--- config.mk ---
export PLATFORM = sky130hd
export DESIGN_NAME = reg_bank_write_arbiter
export DESIGN_NICKNAME = d
export VERILOG_FILES = /design/src/rtl/reg_bank_write_arbiter_pkg.sv /design/src/rtl/reg_bank_write_arbiter_rr_pick.sv /design/src/rtl/reg_bank_write_arbiter.sv
export SDC_FILE = /design/constraint.sdc
export NUM_CORES = 1
export LEC_CHECK = 0
export ABC_AREA = 0
export CAP_MARGIN = 10
export CORE_MARGIN = 2
export CORE_UTILIZATION = 35
export CTS_BUF_LIST = sky130_fd_sc_hd__clkbuf_16
export DETAILED_ROUTE_END_ITERATION = 10
export GPL_TIMING_DRIVEN = 0
export PLACE_DENSITY = 0.68
export SETUP_SLACK_MARGIN = 0.05
export SYNTH_ARGS = -nofsm -noshare
export SYNTH_HDL_FRONTEND = slang
export SYNTH_SLANG_ARGS = --single-unit
export TNS_END_PERCENT = 10
--- constraint.sdc ---
create_clock -name clock -period 6.8 [get_ports clock]
set_input_delay 0.68 -clock clock [delete_from_list [all_inputs] [get_ports clock]]
set_output_delay 0.68 -clock clock [all_outputs]
set_load 0.005 [all_outputs]
--- src/rtl/reg_bank_write_arbiter_pkg.sv ---
`default_nettype none
// ============================================================================
// Module      : reg_bank_write_arbiter_pkg
// Description : Shared state encodings and default register-bank widths for
//               the register bank write arbiter and the bank itself.
// Revision    : 1.0 - initial release
// ============================================================================
package reg_bank_write_arbiter_pkg;

    // Arbiter state encoding
    localparam logic [1:0] IDLE   = 2'd0;
    localparam logic [1:0] WRITE  = 2'd1;
    localparam logic [1:0] LOCKED = 2'd2;
    localparam logic [1:0] PRESET = 2'd3;

    // Default bank geometry, shared with the register bank
    localparam int DEFAULT_DATA_WIDTH = 8;
    localparam int DEFAULT_ADDR_WIDTH = 3;
    localparam int DEFAULT_NUM_REGS   = 8;

endpackage
`default_nettype wire

--- src/rtl/reg_bank_write_arbiter_rr_pick.sv ---
`default_nettype none
// ============================================================================
// Module      : reg_bank_write_arbiter_rr_pick
// Description : Combinational round-robin selector. Returns the first set
//               request bit at or after the pointer, wrapping modulo NUM_REQ,
//               as a one-hot winner plus a valid flag.
// Revision    : 1.0 - initial release
// ============================================================================
module reg_bank_write_arbiter_rr_pick
    import reg_bank_write_arbiter_pkg::*;
#(
    parameter int NUM_REQ   = 4,
    parameter int PTR_WIDTH = (NUM_REQ > 1) ? $clog2(NUM_REQ) : 1
) (
    input  logic [NUM_REQ-1:0]   req,
    input  logic [PTR_WIDTH-1:0] ptr,
    output logic [NUM_REQ-1:0]   winner,
    output logic                 valid
);

    logic [PTR_WIDTH-1:0] w_idx;

    // Walk the requesters starting at the pointer and keep the first one set
    always_comb begin
        winner = '0;
        valid  = 1'b0;
        w_idx  = '0;
        for (int k = 0; k < NUM_REQ; k++) begin
            w_idx = PTR_WIDTH'((int'(ptr) + k) % NUM_REQ);
            if (!valid && req[w_idx]) begin
                winner[w_idx] = 1'b1;
                valid         = 1'b1;
            end
        end
    end

endmodule
`default_nettype wire

--- src/rtl/reg_bank_write_arbiter.sv ---
`default_nettype none
// ============================================================================
// Module      : reg_bank_write_arbiter
// Description : Round-robin write arbiter for a shared register bank with
//               locked bursts bounded by MAX_BURST. Drives per-register clock
//               enables and the shared D bus; all outputs are registered.
//               Optional feature macro: REG_BANK_PRESET_EN adds bank_preset
//               input and reg_preset output.
// Revision    : 1.0 - initial release
// ============================================================================
module reg_bank_write_arbiter
    import reg_bank_write_arbiter_pkg::*;
#(
    parameter int NUM_REQ    = 4,
    parameter int DATA_WIDTH = DEFAULT_DATA_WIDTH,
    parameter int NUM_REGS   = DEFAULT_NUM_REGS,
    parameter int ADDR_WIDTH = DEFAULT_ADDR_WIDTH,
    parameter int MAX_BURST  = 4
) (
    input  logic                             clock,
    input  logic                             reset_n,
    input  logic [NUM_REQ-1:0]               req,
    input  logic [NUM_REQ-1:0]               req_lock,
    input  logic [NUM_REQ*ADDR_WIDTH-1:0]    req_addr,
    input  logic [NUM_REQ*DATA_WIDTH-1:0]    req_data,
`ifdef REG_BANK_PRESET_EN
    input  logic                             bank_preset,
    output logic [NUM_REGS-1:0]              reg_preset,
`endif
    output logic [NUM_REQ-1:0]               ack,
    output logic [NUM_REQ-1:0]               grant,
    output logic [NUM_REGS-1:0]              reg_ce,
    output logic [DATA_WIDTH-1:0]            reg_d,
    output logic                             addr_err
);

    localparam int PTR_WIDTH = (NUM_REQ > 1) ? $clog2(NUM_REQ) : 1;
    localparam logic [3:0]           c_max_burst = 4'(MAX_BURST);
    localparam logic [PTR_WIDTH-1:0] c_last_req  = PTR_WIDTH'(NUM_REQ - 1);

    logic [1:0]            r_state, w_state_nx;
    logic [PTR_WIDTH-1:0]  r_ptr, w_ptr_nx;
    logic [PTR_WIDTH-1:0]  r_owner, w_owner_nx;
    logic [3:0]            r_cnt, w_cnt_nx;

    logic [NUM_REQ-1:0]    w_pick_oh;
    logic                  w_pick_valid;
    logic [PTR_WIDTH-1:0]  w_pick_idx;

    logic                  w_issue;
    logic [PTR_WIDTH-1:0]  w_issue_idx;
    logic                  w_preset_req;

    logic [ADDR_WIDTH-1:0] w_addr;
    logic [DATA_WIDTH-1:0] w_data;
    logic [NUM_REQ-1:0]    w_grant_nx;
    logic [NUM_REGS-1:0]   w_ce_nx;
    logic [DATA_WIDTH-1:0] w_d_nx;
    logic                  w_err_nx;

    logic [NUM_REQ-1:0]    r_grant;
    logic [NUM_REQ-1:0]    r_ack;
    logic [NUM_REGS-1:0]   r_ce;
    logic [DATA_WIDTH-1:0] r_d;
    logic                  r_err;

`ifdef REG_BANK_PRESET_EN
    logic [NUM_REGS-1:0]   r_preset;
    assign w_preset_req = bank_preset;
    assign reg_preset   = r_preset;
`else
    assign w_preset_req = 1'b0;
`endif

    reg_bank_write_arbiter_rr_pick #(
        .NUM_REQ   (NUM_REQ),
        .PTR_WIDTH (PTR_WIDTH)
    ) u_rr_pick (
        .req    (req),
        .ptr    (r_ptr),
        .winner (w_pick_oh),
        .valid  (w_pick_valid)
    );

    // Convert the one-hot round-robin winner into an index
    always_comb begin
        w_pick_idx = '0;
        for (int i = 0; i < NUM_REQ; i++) begin
            if (w_pick_oh[i]) begin
                w_pick_idx = PTR_WIDTH'(i);
            end
        end
    end

    // Next-state logic: decide whether a write slot is issued on the next edge
    always_comb begin
        w_state_nx  = r_state;
        w_ptr_nx    = r_ptr;
        w_owner_nx  = r_owner;
        w_cnt_nx    = r_cnt;
        w_issue     = 1'b0;
        w_issue_idx = r_owner;
        case (r_state)
            IDLE: begin
                if (w_preset_req) begin
                    w_state_nx = PRESET;
                end else if (w_pick_valid) begin
                    w_state_nx  = WRITE;
                    w_owner_nx  = w_pick_idx;
                    w_issue_idx = w_pick_idx;
                    w_issue     = 1'b1;
                    w_cnt_nx    = 4'd1;
                end
            end
            WRITE, LOCKED: begin
                if (w_preset_req) begin
                    // Preset aborts the burst but leaves the pointer alone
                    w_state_nx = PRESET;
                    w_cnt_nx   = 4'd0;
                end else if (req[r_owner] && req_lock[r_owner] && (r_cnt < c_max_burst)) begin
                    w_state_nx = LOCKED;
                    w_issue    = 1'b1;
                    w_cnt_nx   = r_cnt + 4'd1;
                end else begin
                    w_state_nx = IDLE;
                    w_cnt_nx   = 4'd0;
                    w_ptr_nx   = (r_owner == c_last_req) ? '0 : r_owner + 1'b1;
                end
            end
            PRESET: begin
                w_state_nx = IDLE;
            end
            default: begin
                w_state_nx = IDLE;
            end
        endcase
    end

    assign w_addr = req_addr[w_issue_idx*ADDR_WIDTH +: ADDR_WIDTH];
    assign w_data = req_data[w_issue_idx*DATA_WIDTH +: DATA_WIDTH];

    // Output logic: next values of the registered grant, ack, enables and D bus
    always_comb begin
        w_grant_nx = '0;
        w_ce_nx    = '0;
        for (int i = 0; i < NUM_REQ; i++) begin
            w_grant_nx[i] = w_issue && (w_issue_idx == PTR_WIDTH'(i));
        end
        // Out-of-range addresses match no enable bit, so reg_ce stays zero
        for (int i = 0; i < NUM_REGS; i++) begin
            w_ce_nx[i] = w_issue && (int'(w_addr) == i);
        end
        w_d_nx   = w_issue ? w_data : '0;
        w_err_nx = w_issue && (int'(w_addr) >= NUM_REGS);
    end

    // State and output registers with synchronous active-low reset
    always_ff @(posedge clock) begin
        if (!reset_n) begin
            r_state <= IDLE;
            r_ptr   <= '0;
            r_owner <= '0;
            r_cnt   <= 4'd0;
            r_grant <= '0;
            r_ack   <= '0;
            r_ce    <= '0;
            r_d     <= '0;
            r_err   <= 1'b0;
`ifdef REG_BANK_PRESET_EN
            r_preset <= '0;
`endif
        end else begin
            r_state <= w_state_nx;
            r_ptr   <= w_ptr_nx;
            r_owner <= w_owner_nx;
            r_cnt   <= w_cnt_nx;
            r_grant <= w_grant_nx;
            r_ack   <= w_grant_nx;
            r_ce    <= w_ce_nx;
            r_d     <= w_d_nx;
            r_err   <= w_err_nx;
`ifdef REG_BANK_PRESET_EN
            r_preset <= {NUM_REGS{w_state_nx == PRESET}};
`endif
        end
    end

    assign grant    = r_grant;
    assign ack      = r_ack;
    assign reg_ce   = r_ce;
    assign reg_d    = r_d;
    assign addr_err = r_err;

endmodule
`default_nettype wire

==> out/results.env <==
FINAL_COMMON_CELL='clkdlybuf4s50_1'
SLEW_VIOL_FINAL=0
DP_CELLS=354
R2R_CELLS=10
CRITPATHKIND='flip-flop to flip-flop'
CLOCKPOWERSHARE_PCT=26.0
GRT_PASS1_VIAS=1813
COMMONEST_NON_FILL_NON_TAP_CELLS_IN_THE_LAYOUT='clkdlybuf4s50_1 (77), dfxtp_1 (30), nor2_1 (23), mux2i_1 (20)'
TOTAL_ROUTING_RESOURCE_UTILIZATION_AFTER_GLOBAL_ROUTING_PCT=17.1
DESIGN.PORTCOUNT=79
DIODES=0
STD_CELL_ROWS=26
UNREPAIRED_SETUP_ENDPOINTS_AFTER_GLOBAL_ROUTING='false'
GRT_FIRST_PASS_WIRELENGTH_UM=8180
MAXSLEWHEADROOM_PCT=52.4
DIE-AREA_SQ_MM=0.00606
NETSWITCHINGFRACTION_PCT=32.0
YOSYSWARNINGCOUNT=0
INITIAL_CORE_UTIL_PCT=36.9
GRT_START_MAX_NET_PINS=11
CTS.CLK_SLEW.WORST_PATHS_NS=0.05
CP_MAX_FO=10
SYNTH-EDFF-COUNT=0
MIN_TO='r_cnt[2]$_SDFFE_PN0P_'
PERIOD_NEEDED_NS=3.59
CLOCK_TREE_FROM_TRITONCTS='built'
POSTSYNTH.ASYNCRESETSHARE_PCT=0
WORST-SLEW-PIN-TRANSITION_NS=0.696
MAX-CLOCK-PATH-BUFFERS=2
WORST_SKEW_PAIR.LATE_LATENCY_NS=0.27
NETLIST-CELL-TYPE-COUNT=45
DRIVE_GT1_SHARE_PCT=12.7
FINAL-INSTANCE-COUNT-EXCL-FILL=362
NUM-NETS-FINAL=356
SETUP-TNS-FINAL_NS=0
CTS_HTREE_LEVELS=2
SYNTH.FF_LATCH_COUNT=30
MAX_FREQ_MHz=279
SYNTH_TOP_CELLS_BY_AREA='dfxtp_1 (31%), mux2i_1 (10%), ha_1 (7.2%), mux2_2 (5.3%), nor2_1 (4.5%)'
POSTSYNTH.TOPFLOPCELL='dfxtp_1'
MIN_FROM='r_cnt[2]$_SDFFE_PN0P_'
TOTALWIRELENGTH_UM=4890
NUMPORTBUFFERS=77
WORSTHOLDPATHTYPE='flip-flop to flip-flop'
AVGSYNTHCELLAREA_SQ_UM=9.22
ROUTED_WIRE_LENGTH_PER_INSTANCE_UM=13.5
COMBINATIONALPOWERSHARE_PCT=45.6
SWITCHING_POWER_mW=0.248
CRITICAL_PATH.SLOWEST_CELL='dfxtp_1'
DRC=0
MIN_PATH_CELLS=2
SYNTHESIS.NETS=272
STATUS='finished clean'
CTS_SETUP_BUFFERS=0
SETUP_FAILING_EPS_FINAL=0
DIEWIDTH_UM=77.8
FP.COREAREA_SQ_MM=0.00517
FINALWEIGHTEDCONGESTION=0.814
CTS_HOLD_BUF=0
YS_SEQ_AREA_SHARE_PCT=31.5
POWER.SHARE.SEQUENTIAL_PCT=28.4
HOLD-WORST-SLACK_NS=0.448
FILLER_CELL_COUNT=473
TIMING_HOLD_VIOLATIONS_FINAL=0
WORSTREG2REGSTART='r_ptr[0]$_SDFFE_PN0P_'
YOSYS.AREA.TOP_TYPE='dfxtp_1'
RR_ENDPOINT='reg_ce[1]$_SDFF_PN0_'
OVERFLOW=0
DRTPASS1ITERATIONS=4
CRITPATHLAUNCHTYPE='flip-flop'
WORST_IR_DROP_VDD_mV=0.177
SYNTHESIS.INSTANCES=207
CRIT_REQUIRED_NS=6.95
YOSYSTOPAREACELLSHARE_PCT=31.5
SYNTH.CELL_AREA_SQ_MM=0.00191
VIA_DENSITY_PER_INSTANCE=4.96
POWER_DENSITY_mW_PER_MM2=267
WORSTSETUPENDPOINTTYPE='flip-flop'
FIN_SKEW_NS=0.00573
CTS_INSERTED_BUFFERS=5
CRITICAL_PATH.MAX_STAGE_DELAY_NS=0.48
CLOCK-ROOT-BUFFER='clkbuf_16'
ANTENNA_VIOL_NETS_FINAL=0
MAX-CAP-VIOLATIONS=0
PATH_CELLS='buf_2 -> inv_2 -> ha_1 -> mux4_2 -> nor2b_4 -> a222oi_1 -> nand3_1 -> a31oi_4 -> mux2_2 -> nor4_1'
FIRST_ITER_VIOLATIONS=65
DIE_Y_UM=77.8
GRT_ANTENNA_BEFORE_REPAIR=0
POST_CTS.RESIZED_INSTANCES=0
CTS.SINK_COUNT=30
FLOW.AREA_GROWTH_FROM_SYNTHESIS_PCT=52.1
DETAILEDPLACEMENTHPWL_UM=3870
ROUTED-VIA-COUNT=1794
REG2REG_SLACK_NS=3.21
WORST-ENDPOINT-ARRIVAL_NS=3.74
LEAKAGEPOWER_nW=1.17
FIN_CRIT_SH_PCT=52.8
CELLINTERNALPOWER_mW=0.526
synth_stat cells, types with 2 or more instances:
library cell  number
o21ai_1            4
buf_4              5
a31oi_1            4
or3_1              2
nand2_1           11
nor2b_1            5
inv_2              2
nor2_1            23
nor3_1             2
mux2i_1           20
nand3_1            5
inv_1              4
buf_6              4
o21ai_0            3
a21oi_1            7
nand2b_1           6
nor4_1            10
clkbuf_1           2
a211oi_1           8
ha_1              11
mux2_2             9
mux4_2             3
dfxtp_1           30
buf_2              6
critical path: cells and delay by family (launching register included):
kind / cells / cell delay, ns
fa+ha+maj: 1 / 0.42
simple gates: 3 / 0.67
buf+inv: 2 / 0.37
mux: 2 / 0.81
compound gates: 2 / 0.72
flops: 1 / 0.48
stage by stage:
step	setup slack [ns]	util, %	instance area [sq um]	power (mW)
2_1_floorplan	3.76	-	1910	0.450
3_5_place_dp	3.02	53.5	2770	0.579
3_3_place_gp	3.06	53.5	2770	0.574
5_1_grt	2.85	56.1	2900	0.827
6_report	3.21	56.1	2900	0.774
4_1_cts	3.22	56.1	2900	0.784
power groups by stage:
stage	registers (mW)	logic, mW	clock network (mW)
after global routing	0.223	0.388	0.216
after floorplan	0.222	0.228	0
after detailed placement	0.223	0.356	0
final	0.219	0.353	0.202
after global placement	0.222	0.352	0
after CTS	0.220	0.357	0.207
registers in the layout, summed over array words and instances, names as in the netlist:
register,count
ack,4
r_cnt,4
r_owner,2
r_ptr,2
r_state,2
reg_ce,8
reg_d,8
worst max-delay path by stage:
stage / start / end / slack, ns / cells past startpoint
after CTS: r_ptr[0]$_SDFFE_PN0P_ / reg_ce[1]$_SDFF_PN0_ / 3.22 / 10
final: r_ptr[0]$_SDFFE_PN0P_ / reg_ce[1]$_SDFF_PN0_ / 3.21 / 10
after detailed placement: req[0] / reg_d[0]$_SDFF_PN0_ / 3.02 / 10
after floorplan: r_ptr[0]$_SDFFE_PN0P_ / reg_ce[5]$_SDFF_PN0_ / 3.76 / 10
after global placement: req[0] / reg_d[0]$_SDFF_PN0_ / 3.06 / 10
after global routing: r_ptr[0]$_SDFFE_PN0P_ / reg_ce[1]$_SDFF_PN0_ / 2.85 / 10
layer usage:
metal	up-vias	share of wire, %	global-route usage [%]
li1	919	-	-
met1	809	43	18.8
met2	62	48	29.7
met3	4	8.6	6.86
met4	0	1.0	5.36
met5	-	0	0
layout make-up:
cell class	instances	area, sq um	share of cell area (%)
Multi-Input combinational cell	153	1160	40.0
Timing Repair Buffer	77	771	26.6
Sequential cell	30	601	20.7
Clock buffer	5	125	4.31
Buffer	17	120	4.14
Tap cell	70	87.6	3.02
Inverter	7	26.3	0.905
Clock inverter	3	11.3	0.388
logic make-up after synthesis:
group	after synthesis	share of synthesized area [%]
compound gates	36	13.5
flops	30	31.5
simple gates	71	19.2
mux	34	20.7
fa+ha+maj	11	7.21
buf+inv	24	7.67
other cells	1	0.197
(Power assumes the default switching activity.)
